==> src/rtl/seq_chk_pkg.sv <==
// Shared types and constants for the 2->3->4 sequence checker.
package seq_chk_pkg;

    // Progress through the legal sequence: IDLE waits for 2, S2 for 3, S3 for 4.
    typedef enum logic [1:0] {
        IDLE,
        S2,
        S3
    } state_e;

    localparam logic [2:0] V_START = 3'd2;
    localparam logic [2:0] V_MID   = 3'd3;
    localparam logic [2:0] V_END   = 3'd4;

endpackage

==> src/rtl/sat_counter.sv <==
// Saturating up-counter with synchronous active-high reset; sticks at all-ones.
module sat_counter #(
    parameter int unsigned W = 8
) (
    input  logic         clk,
    input  logic         rst,
    input  logic         inc,
    output logic [W-1:0] q
);

    logic [W-1:0] q_d, q_q;

    // Next count: step on inc unless already at the top value.
    always_comb begin
        q_d = q_q;
        if (inc && (q_q != {W{1'b1}})) begin
            q_d = q_q + W'(1);
        end
    end

    // Count register.
    always_ff @(posedge clk) begin
        if (rst) begin
            q_q <= '0;
        end else begin
            q_q <= q_d;
        end
    end

    assign q = q_q;

endmodule

==> src/rtl/seq_checker_2to4.sv <==
// Monitor for the 2->3->4 counter stage: pulses on completed sequences and on
// out-of-order values, with saturating tallies of both.
// Optional build macro SEQ_CHK_STICKY_EN adds err_clr / err_sticky.
module seq_checker_2to4
    import seq_chk_pkg::*;
#(
    parameter int unsigned CNT_W = 8
) (
    input  logic             clk,
    input  logic             rst,
    input  logic             in_valid,
    input  logic [2:0]       in_val,
    output logic [2:0]       exp_val,
    output logic             seq_done,
    output logic             err,
    output logic [CNT_W-1:0] seq_count,
    output logic [CNT_W-1:0] err_count
`ifdef SEQ_CHK_STICKY_EN
    ,
    input  logic             err_clr,
    output logic             err_sticky
`endif
);

    state_e state_d, state_q;
    logic   seq_done_d, seq_done_q;
    logic   err_d, err_q;

    // Next state and pulse decode; nothing moves on unqualified cycles.
    always_comb begin
        state_d    = state_q;
        seq_done_d = 1'b0;
        err_d      = 1'b0;
        if (in_valid) begin
            unique case (state_q)
                IDLE: begin
                    // Resynchronise silently until a start value shows up.
                    if (in_val == V_START) begin
                        state_d = S2;
                    end
                end
                S2: begin
                    if (in_val == V_MID) begin
                        state_d = S3;
                    end else begin
                        err_d   = 1'b1;
                        state_d = (in_val == V_START) ? S2 : IDLE;
                    end
                end
                S3: begin
                    if (in_val == V_END) begin
                        state_d    = IDLE;
                        seq_done_d = 1'b1;
                    end else begin
                        err_d   = 1'b1;
                        state_d = (in_val == V_START) ? S2 : IDLE;
                    end
                end
                default: begin
                    state_d = IDLE;
                end
            endcase
        end
    end

    // FSM state and registered pulses; reset drops any partial sequence.
    always_ff @(posedge clk) begin
        if (rst) begin
            state_q    <= IDLE;
            seq_done_q <= 1'b0;
            err_q      <= 1'b0;
        end else begin
            state_q    <= state_d;
            seq_done_q <= seq_done_d;
            err_q      <= err_d;
        end
    end

    // Expected next value decoded from the state register.
    always_comb begin
        unique case (state_q)
            IDLE:    exp_val = V_START;
            S2:      exp_val = V_MID;
            S3:      exp_val = V_END;
            default: exp_val = V_START;
        endcase
    end

    assign seq_done = seq_done_q;
    assign err      = err_q;

    // Counters take the unregistered pulse so they update on the same edge.
    sat_counter #(
        .W (CNT_W)
    ) u_seq_cnt (
        .clk (clk),
        .rst (rst),
        .inc (seq_done_d),
        .q   (seq_count)
    );

    sat_counter #(
        .W (CNT_W)
    ) u_err_cnt (
        .clk (clk),
        .rst (rst),
        .inc (err_d),
        .q   (err_count)
    );

`ifdef SEQ_CHK_STICKY_EN
    logic err_sticky_d, err_sticky_q;

    // Sticky error flag; a new error beats a simultaneous clear.
    always_comb begin
        err_sticky_d = err_sticky_q;
        if (err_d) begin
            err_sticky_d = 1'b1;
        end else if (err_clr) begin
            err_sticky_d = 1'b0;
        end
    end

    // Sticky flag register.
    always_ff @(posedge clk) begin
        if (rst) begin
            err_sticky_q <= 1'b0;
        end else begin
            err_sticky_q <= err_sticky_d;
        end
    end

    assign err_sticky = err_sticky_q;
`endif

endmodule

==> config.mk <==
export PLATFORM = sky130hd
export DESIGN_NAME = seq_checker_2to4
export DESIGN_NICKNAME = d
export VERILOG_FILES = /design/src/rtl/seq_chk_pkg.sv /design/src/rtl/sat_counter.sv /design/src/rtl/seq_checker_2to4.sv
export SDC_FILE = /design/constraint.sdc
export NUM_CORES = 1
export LEC_CHECK = 0
export ABC_AREA = 1
export BUFFER_PORTS_ARGS = -buffer_cell sky130_fd_sc_hd__buf_2
export CAP_MARGIN = 40
export CORE_MARGIN = 2
export CORE_UTILIZATION = 57
export DETAILED_ROUTE_END_ITERATION = 16
export PLACE_DENSITY = 0.86
export SLEW_MARGIN = 20
export SYNTH_ARGS = -nofsm -noshare
export SYNTH_HDL_FRONTEND = slang
export SYNTH_HIERARCHICAL = 1
export SYNTH_SLANG_ARGS = --single-unit
==> constraint.sdc <==
create_clock -name clk -period 2.41 [get_ports clk]
set_input_delay 0.1205 -clock clk [delete_from_list [all_inputs] [get_ports clk]]
set_output_delay 0.1205 -clock clk [all_outputs]
set_load 0.005 [all_outputs]
Word-level counts from Yosys, hierarchy flattened
Index checks and enable logic that the tools add are counted.

storage, ports and cells
  register bits after elaboration = 20
  bits of input ports = 6
  output and inout port bits = 21
  word-level logic and storage cells = 32

cells by class
  $add $sub $neg = 2
  eq/ne operators = 8
  multiplexer cells = 13
  reduce and logical (&&, ||, !) cells = 4

operators by type and width
  cell                                                 count
  adder 8 x 1 -> 8 bit, second input constant          2
  != test 8 bit, second input constant                 2
  2-to-1 mux 1 bit                                     8
  equality test 3 x 2 -> 1 bit, second input constant  2
  one-hot mux 2 bit (3 select lines)                   1
  one-hot mux 3 bit (2 select lines)                   1
  2-to-1 mux 2 bit                                     2
  equality test 3 bit, second input constant           1
  equality test 2 x 1 -> 1 bit, second input constant  1
  equality test 2 bit, second input constant           1
  logical AND 1 bit                                    2
  zero test 2 bit                                      1
  != test 2 bit, second input constant                 1
  one-hot mux 1 bit (2 select lines)                   1
  AND reduction 2 bit                                  1

Depth between registers and ports, before layout
  word-level depth = 5
  depth in mapped cells = 13
  gate-level depth less buffers = 13

Cells and area by module
Netlist, hierarchy kept.

by module, submodules not included
  module            instances  cells each  area an instance (um^2)  seq. area each (um^2)
  sat_counter       2          77          484.2                    160.2
  seq_checker_2to4  1          46          305.3                    80.1

Least setup slack after synthesis
OpenSTA, ideal clock, no wires.

  path kind = reg2reg
  start = register state_q[0]
  end = register u_seq_cnt.q_q[3], in the netlist u_seq_cnt/q[3]
  setup time = 0.115 ns
  arrival time = 1.413 ns
  data required time = 2.295 ns
  slack = 0.882 ns
  cell stages (with the launch flop) = 11
  path buffers = 1
  clock period less this slack = 1.528 ns
  cell sequence = dfxtp_1 inv_1 ha_1 inv_1 nor3_1 buf_4 inv_2 nor2_1 nand3_1 nand2_1 nor2_1

between the ends
  longest elaborated chain between the ends = 4

RTL lines
  item                    RTL line                text
  start, declared         seq_checker_2to4.sv:25  state_e state_d, state_q;
  start signal, assigned  seq_checker_2to4.sv:73  state_q <= state_d;
  equality test 2 bit     seq_checker_2to4.sv:35  unique case (state_q)
  2-to-1 mux 1 bit        seq_checker_2to4.sv:35
  2-to-1 mux 1 bit        seq_checker_2to4.sv:34  if (in_valid) begin
  via seq_done_d          seq_checker_2to4.sv:26  logic seq_done_d, seq_done_q;
  logical AND 1 bit       sat_counter.sv:16       if (inc && (q_q != {W{1'b1}})) begin
  end signal, assigned    sat_counter.sv:26       q_q <= q_d;
  end, declared           sat_counter.sv:11       logic [W-1:0] q_d, q_q;

The timed path passes the listed nets, and every way through them passes these cells.
A chain may end at the register's enable or synchronous reset.

Worst setup path after layout
  start = register state_q[0]
  end = register u_err_cnt.q_q[7], in the netlist u_err_cnt/q[7]

between the ends
  longest elaborated chain between the ends = 4
  elaborated cells on any way between the ends = 5
  classes of those cells = eq/ne: 2; mux: 2; reduce/logical: 1

RTL lines
  item                                                                        RTL line                text
  equality test 2 bit / equality test 2 x 1 -> 1 bit (equally long branches)  seq_checker_2to4.sv:35
  one-hot mux 1 bit (2 select lines) (*)                                      seq_checker_2to4.sv:35
  2-to-1 mux 1 bit (*)                                                        seq_checker_2to4.sv:34
  via err_d                                                                   seq_checker_2to4.sv:27  logic err_d, err_q;
  logical AND 1 bit (*)                                                       sat_counter.sv:16
  end signal, assigned                                                        sat_counter.sv:26
  end, declared                                                               sat_counter.sv:11

Mark *: on every way through the listed nets, which the timed path passes. The rest lies on a longest branch.

==> Implementation_results.wiki <==
{| class="wikitable"
! Metric !! Value
|-
| Count of standard-cell rows || 17
|-
| Worst r2r path cells || 11
|-
| Crit path arrival time || 1980 ps
|-
| Area share of the largest cell type after synthesis || 0.314
|-
| Post-synth top area cell || sky130_fd_sc_hd__dfxtp_1
|-
| Post_cts resized || 0
|-
| First DRT Iteration DRCs || 18
|-
| Setup slack on the worst flop-to-flop path || 630 ps
|-
| Worst-case hold path end point || state_q[1]
|-
| Total leakage power || 0.000736 uW
|-
| Worst min-delay path class || in -> reg
|-
| End of the worst register-to-register path || u_err_cnt/q[7]
|-
| Period minus WS final || 1780 ps
|-
| Final Setup Violations || 0
|-
| Total number of vias || 1255
|-
| Count of nets after finishing || 241
|-
| Sequential share of the synthesized area || 0.314
|-
| Share of layout cells above drive strength 1 || 0.216
|-
| Origin of the worst min-delay path || rst
|-
| Per-cell via count in the routed design || 4.92
|-
| Period utilization || 0.738
|-
| Area inside the core boundary || 2170 sq um
|-
| Final Max Tran Viols || 0
|-
| Wire length of the first global-routing pass || 4.47 mm
|-
| Avg Inst Size Synth || 6.37 sq um
|-
| Top area cells in the synthesized netlist || sky130_fd_sc_hd__dfxtp_1 (31%), sky130_fd_sc_hd__nand2_1 (15%), sky130_fd_sc_hd__inv_1 (9.4%)
|-
| Setup Crit Path Kind || reg -> reg
|-
| Data required time of the critical path || 2620 ps
|-
| Gate count after technology mapping || 200
|-
| Worst Hold Path Cells || 2
|-
| Filler cell count || 227
|-
| Die width || 51.3 microns
|-
| Post-CTS Setup Inserts || 0
|-
| P per Cell Area || 391 nW/um^2
|-
| Unrepaired setup endpoints after global routing || no
|-
| Count of buffers from port buffering || 26
|-
| Setup tns final || 0 ps
|-
| Number of warnings issued by yosys || 6
|-
| Cell area after layout || 1450 sq um
|-
| Clk pin slew, worst setup/hold paths || 110 ps
|-
| Area overhead of the layout relative to synthesis || 13.5%
|-
| Root Buffer || sky130_fd_sc_hd__clkbuf_4
|-
| Routability cong. || 0.831
|-
| FF-to-FF Start || state_q[0]
|-
| Maximum number of pins on one net before global-route repair || 13
|-
| Die area || 2630 sq um
|-
| Total global-route track usage || 0.219
|-
| Deepest clock path buffer count || 2
|-
| Number of max-cap violations || 0
|-
| DR WL/cell || 9.98 microns
|-
| Placed standard-cell area || 1410 sq um
|-
| Worst IR drop on VDD || 0.323 mV
|-
| Number of global-route vias before repair || 1124
|-
| Synthesized net count || 213
|-
| Worst clock skew || 7.18 ps
|-
| Number of antenna diodes || 0
|-
| Leftover overflow at the end of global routing || 0
|-
| Maximum clock frequency || 0.563 GHz
|-
| Endpoints failing hold || 0
|-
| Die height || 51.3 microns
|-
| Initial cell density of the core || 0.587
|-
| Antenna Nets Post-Route || 0
|-
| Worst setup path start || state_q[0]
|-
| Status || complete, no violations
|-
| TritonCTS buffer count || 3
|-
| Critical path peak fanout || 12
|-
| Skew-Pair Late Insertion Delay || 300 ps
|-
| H-Tree Depth || 1
|-
| Number of sinks on the clock net || 20
|-
| Number of ports placed on the die boundary || 27
|-
| Antenna violations before repair || 0
|-
| Final HPWL DP || 1.93 mm
|-
| Distinct cells, synth || 19
|-
| Number of hold-repair buffers added at the cts stage || 0
|-
| Clock tree from TritonCTS || done
|-
| Type of element capturing the critical path || register
|-
| CP startpoint kind || register
|-
| Worst-margin pin slew || 370 ps
|-
| Final Routed Wirelength || 2.55 mm
|-
| Relative slew slack || 0.753
|-
| Remaining DRCs || 0
|-
| Number of detailed-routing iterations run before antenna repair || 4
|-
| Netlist Area Pre-Place || 1270 sq um
|-
| Number of flip-flops and latches in the synthesized netlist || 20
|}
## cells in the final DEF, fill, tap and decap left out
cell	count
sky130_fd_sc_hd__nand2_1	50
sky130_fd_sc_hd__inv_1	32
sky130_fd_sc_hd__nor2_1	31
sky130_fd_sc_hd__buf_2	26
sky130_fd_sc_hd__dfxtp_1	20
sky130_fd_sc_hd__nand3_1	17
sky130_fd_sc_hd__a21oi_1	15
sky130_fd_sc_hd__ha_1	7
sky130_fd_sc_hd__nor2_2	5
sky130_fd_sc_hd__nand3_2	4
sky130_fd_sc_hd__inv_2	4
sky130_fd_sc_hd__clkbuf_4	3
sky130_fd_sc_hd__nor3_1	2
sky130_fd_sc_hd__nand2_2	2
sky130_fd_sc_hd__o21ai_1	2
sky130_fd_sc_hd__nand3b_2	2
sky130_fd_sc_hd__o22ai_1	1
sky130_fd_sc_hd__nor3_2	1
sky130_fd_sc_hd__nor4_1	1
sky130_fd_sc_hd__clkbuf_8	1
sky130_fd_sc_hd__buf_4	1
## flip-flops by register name (all words and copies together), names as in the netlist
signal	count
u_err_cnt/q	8
state_q	2
u_seq_cnt/q	8
err	1
seq_done	1
## synthesized netlist by cell type
master and instances:
sky130_fd_sc_hd__inv_2 4, sky130_fd_sc_hd__o21ai_1 2, sky130_fd_sc_hd__buf_4 2, sky130_fd_sc_hd__buf_6 2, sky130_fd_sc_hd__nand3_2 4, sky130_fd_sc_hd__dfxtp_1 20
sky130_fd_sc_hd__nand3b_2 2, sky130_fd_sc_hd__nor2_1 31, sky130_fd_sc_hd__nor2_2 5, sky130_fd_sc_hd__nand2_2 2, sky130_fd_sc_hd__nor4_1 1, sky130_fd_sc_hd__o22ai_1 1
sky130_fd_sc_hd__nand2_1 50, sky130_fd_sc_hd__nor3_1 2, sky130_fd_sc_hd__nand3_1 17, sky130_fd_sc_hd__ha_1 7, sky130_fd_sc_hd__inv_1 32, sky130_fd_sc_hd__nor3_2 1
sky130_fd_sc_hd__a21oi_1 15
## per-layer routing
| layer | global-route usage | share of wire |
|---|---|---|
| met1 | 0.258 | 0.45 |
| met2 | 0.403 | 0.50 |
| met3 | 0.0380 | 0.038 |
| met5 | 0 | 0 |
| met4 | 0.0658 | 0.0067 |
## cells by family after synthesis
group / after synthesis / share of synthesized area
simple gates: 115 / 0.410
compound gates: 18 / 0.0717
flops: 20 / 0.314
buf+inv: 40 / 0.136
fa+ha+maj: 7 / 0.0688
## final cells by class
type                            count  area [sq um]  area share
Sequential cell                    20           400       0.277
Tap cell                           28          35.0      0.0242
Multi-Input combinational cell    140           701       0.485
Clock buffer                        4          36.3      0.0251
Timing Repair Buffer               27           138      0.0952
Inverter                           36           135      0.0935
## metrics by stage
stage                     hold slack (ps)  total power (uW)   util  cells  worst slack (ps)
after floorplan                       190               363      -    200               882
after global placement                417               375  0.649    251               756
after detailed placement              426               376  0.649    251               653
after CTS                             102               569  0.666    255               643
after global routing                  117               589  0.666    255               384
final                                 106               565  0.666    255               632
## how the worst max path moves through the flow
stage and endpoint:
2_1_floorplan u_seq_cnt/q[3], 3_3_place_gp u_err_cnt/q[4], 3_5_place_dp u_err_cnt/q[4], 4_1_cts u_err_cnt/q[7]
5_1_grt u_err_cnt/q[4], 6_report u_err_cnt/q[7]
## where the power goes
part	switching [uW]	leakage, uW	internal, uW
combinational	23.4	0.000554	12.8
sequential	1.37	0.000161	332
clock	104	0.0000210	92.2
total	128	0.000736	437
## worst max-delay path: stages, from the launching register on
cell                      delay [ps]
sky130_fd_sc_hd__dfxtp_1         350
sky130_fd_sc_hd__inv_1           120
sky130_fd_sc_hd__ha_1            150
sky130_fd_sc_hd__inv_1            80
sky130_fd_sc_hd__o22ai_1         170
sky130_fd_sc_hd__nand2_1         100
sky130_fd_sc_hd__inv_1           300
sky130_fd_sc_hd__nand2_1          90
sky130_fd_sc_hd__inv_1            80
sky130_fd_sc_hd__nand2_1          70
sky130_fd_sc_hd__nor2_1          120
sky130_fd_sc_hd__nor2_1           50
Power figures use the tool's default switching activity.
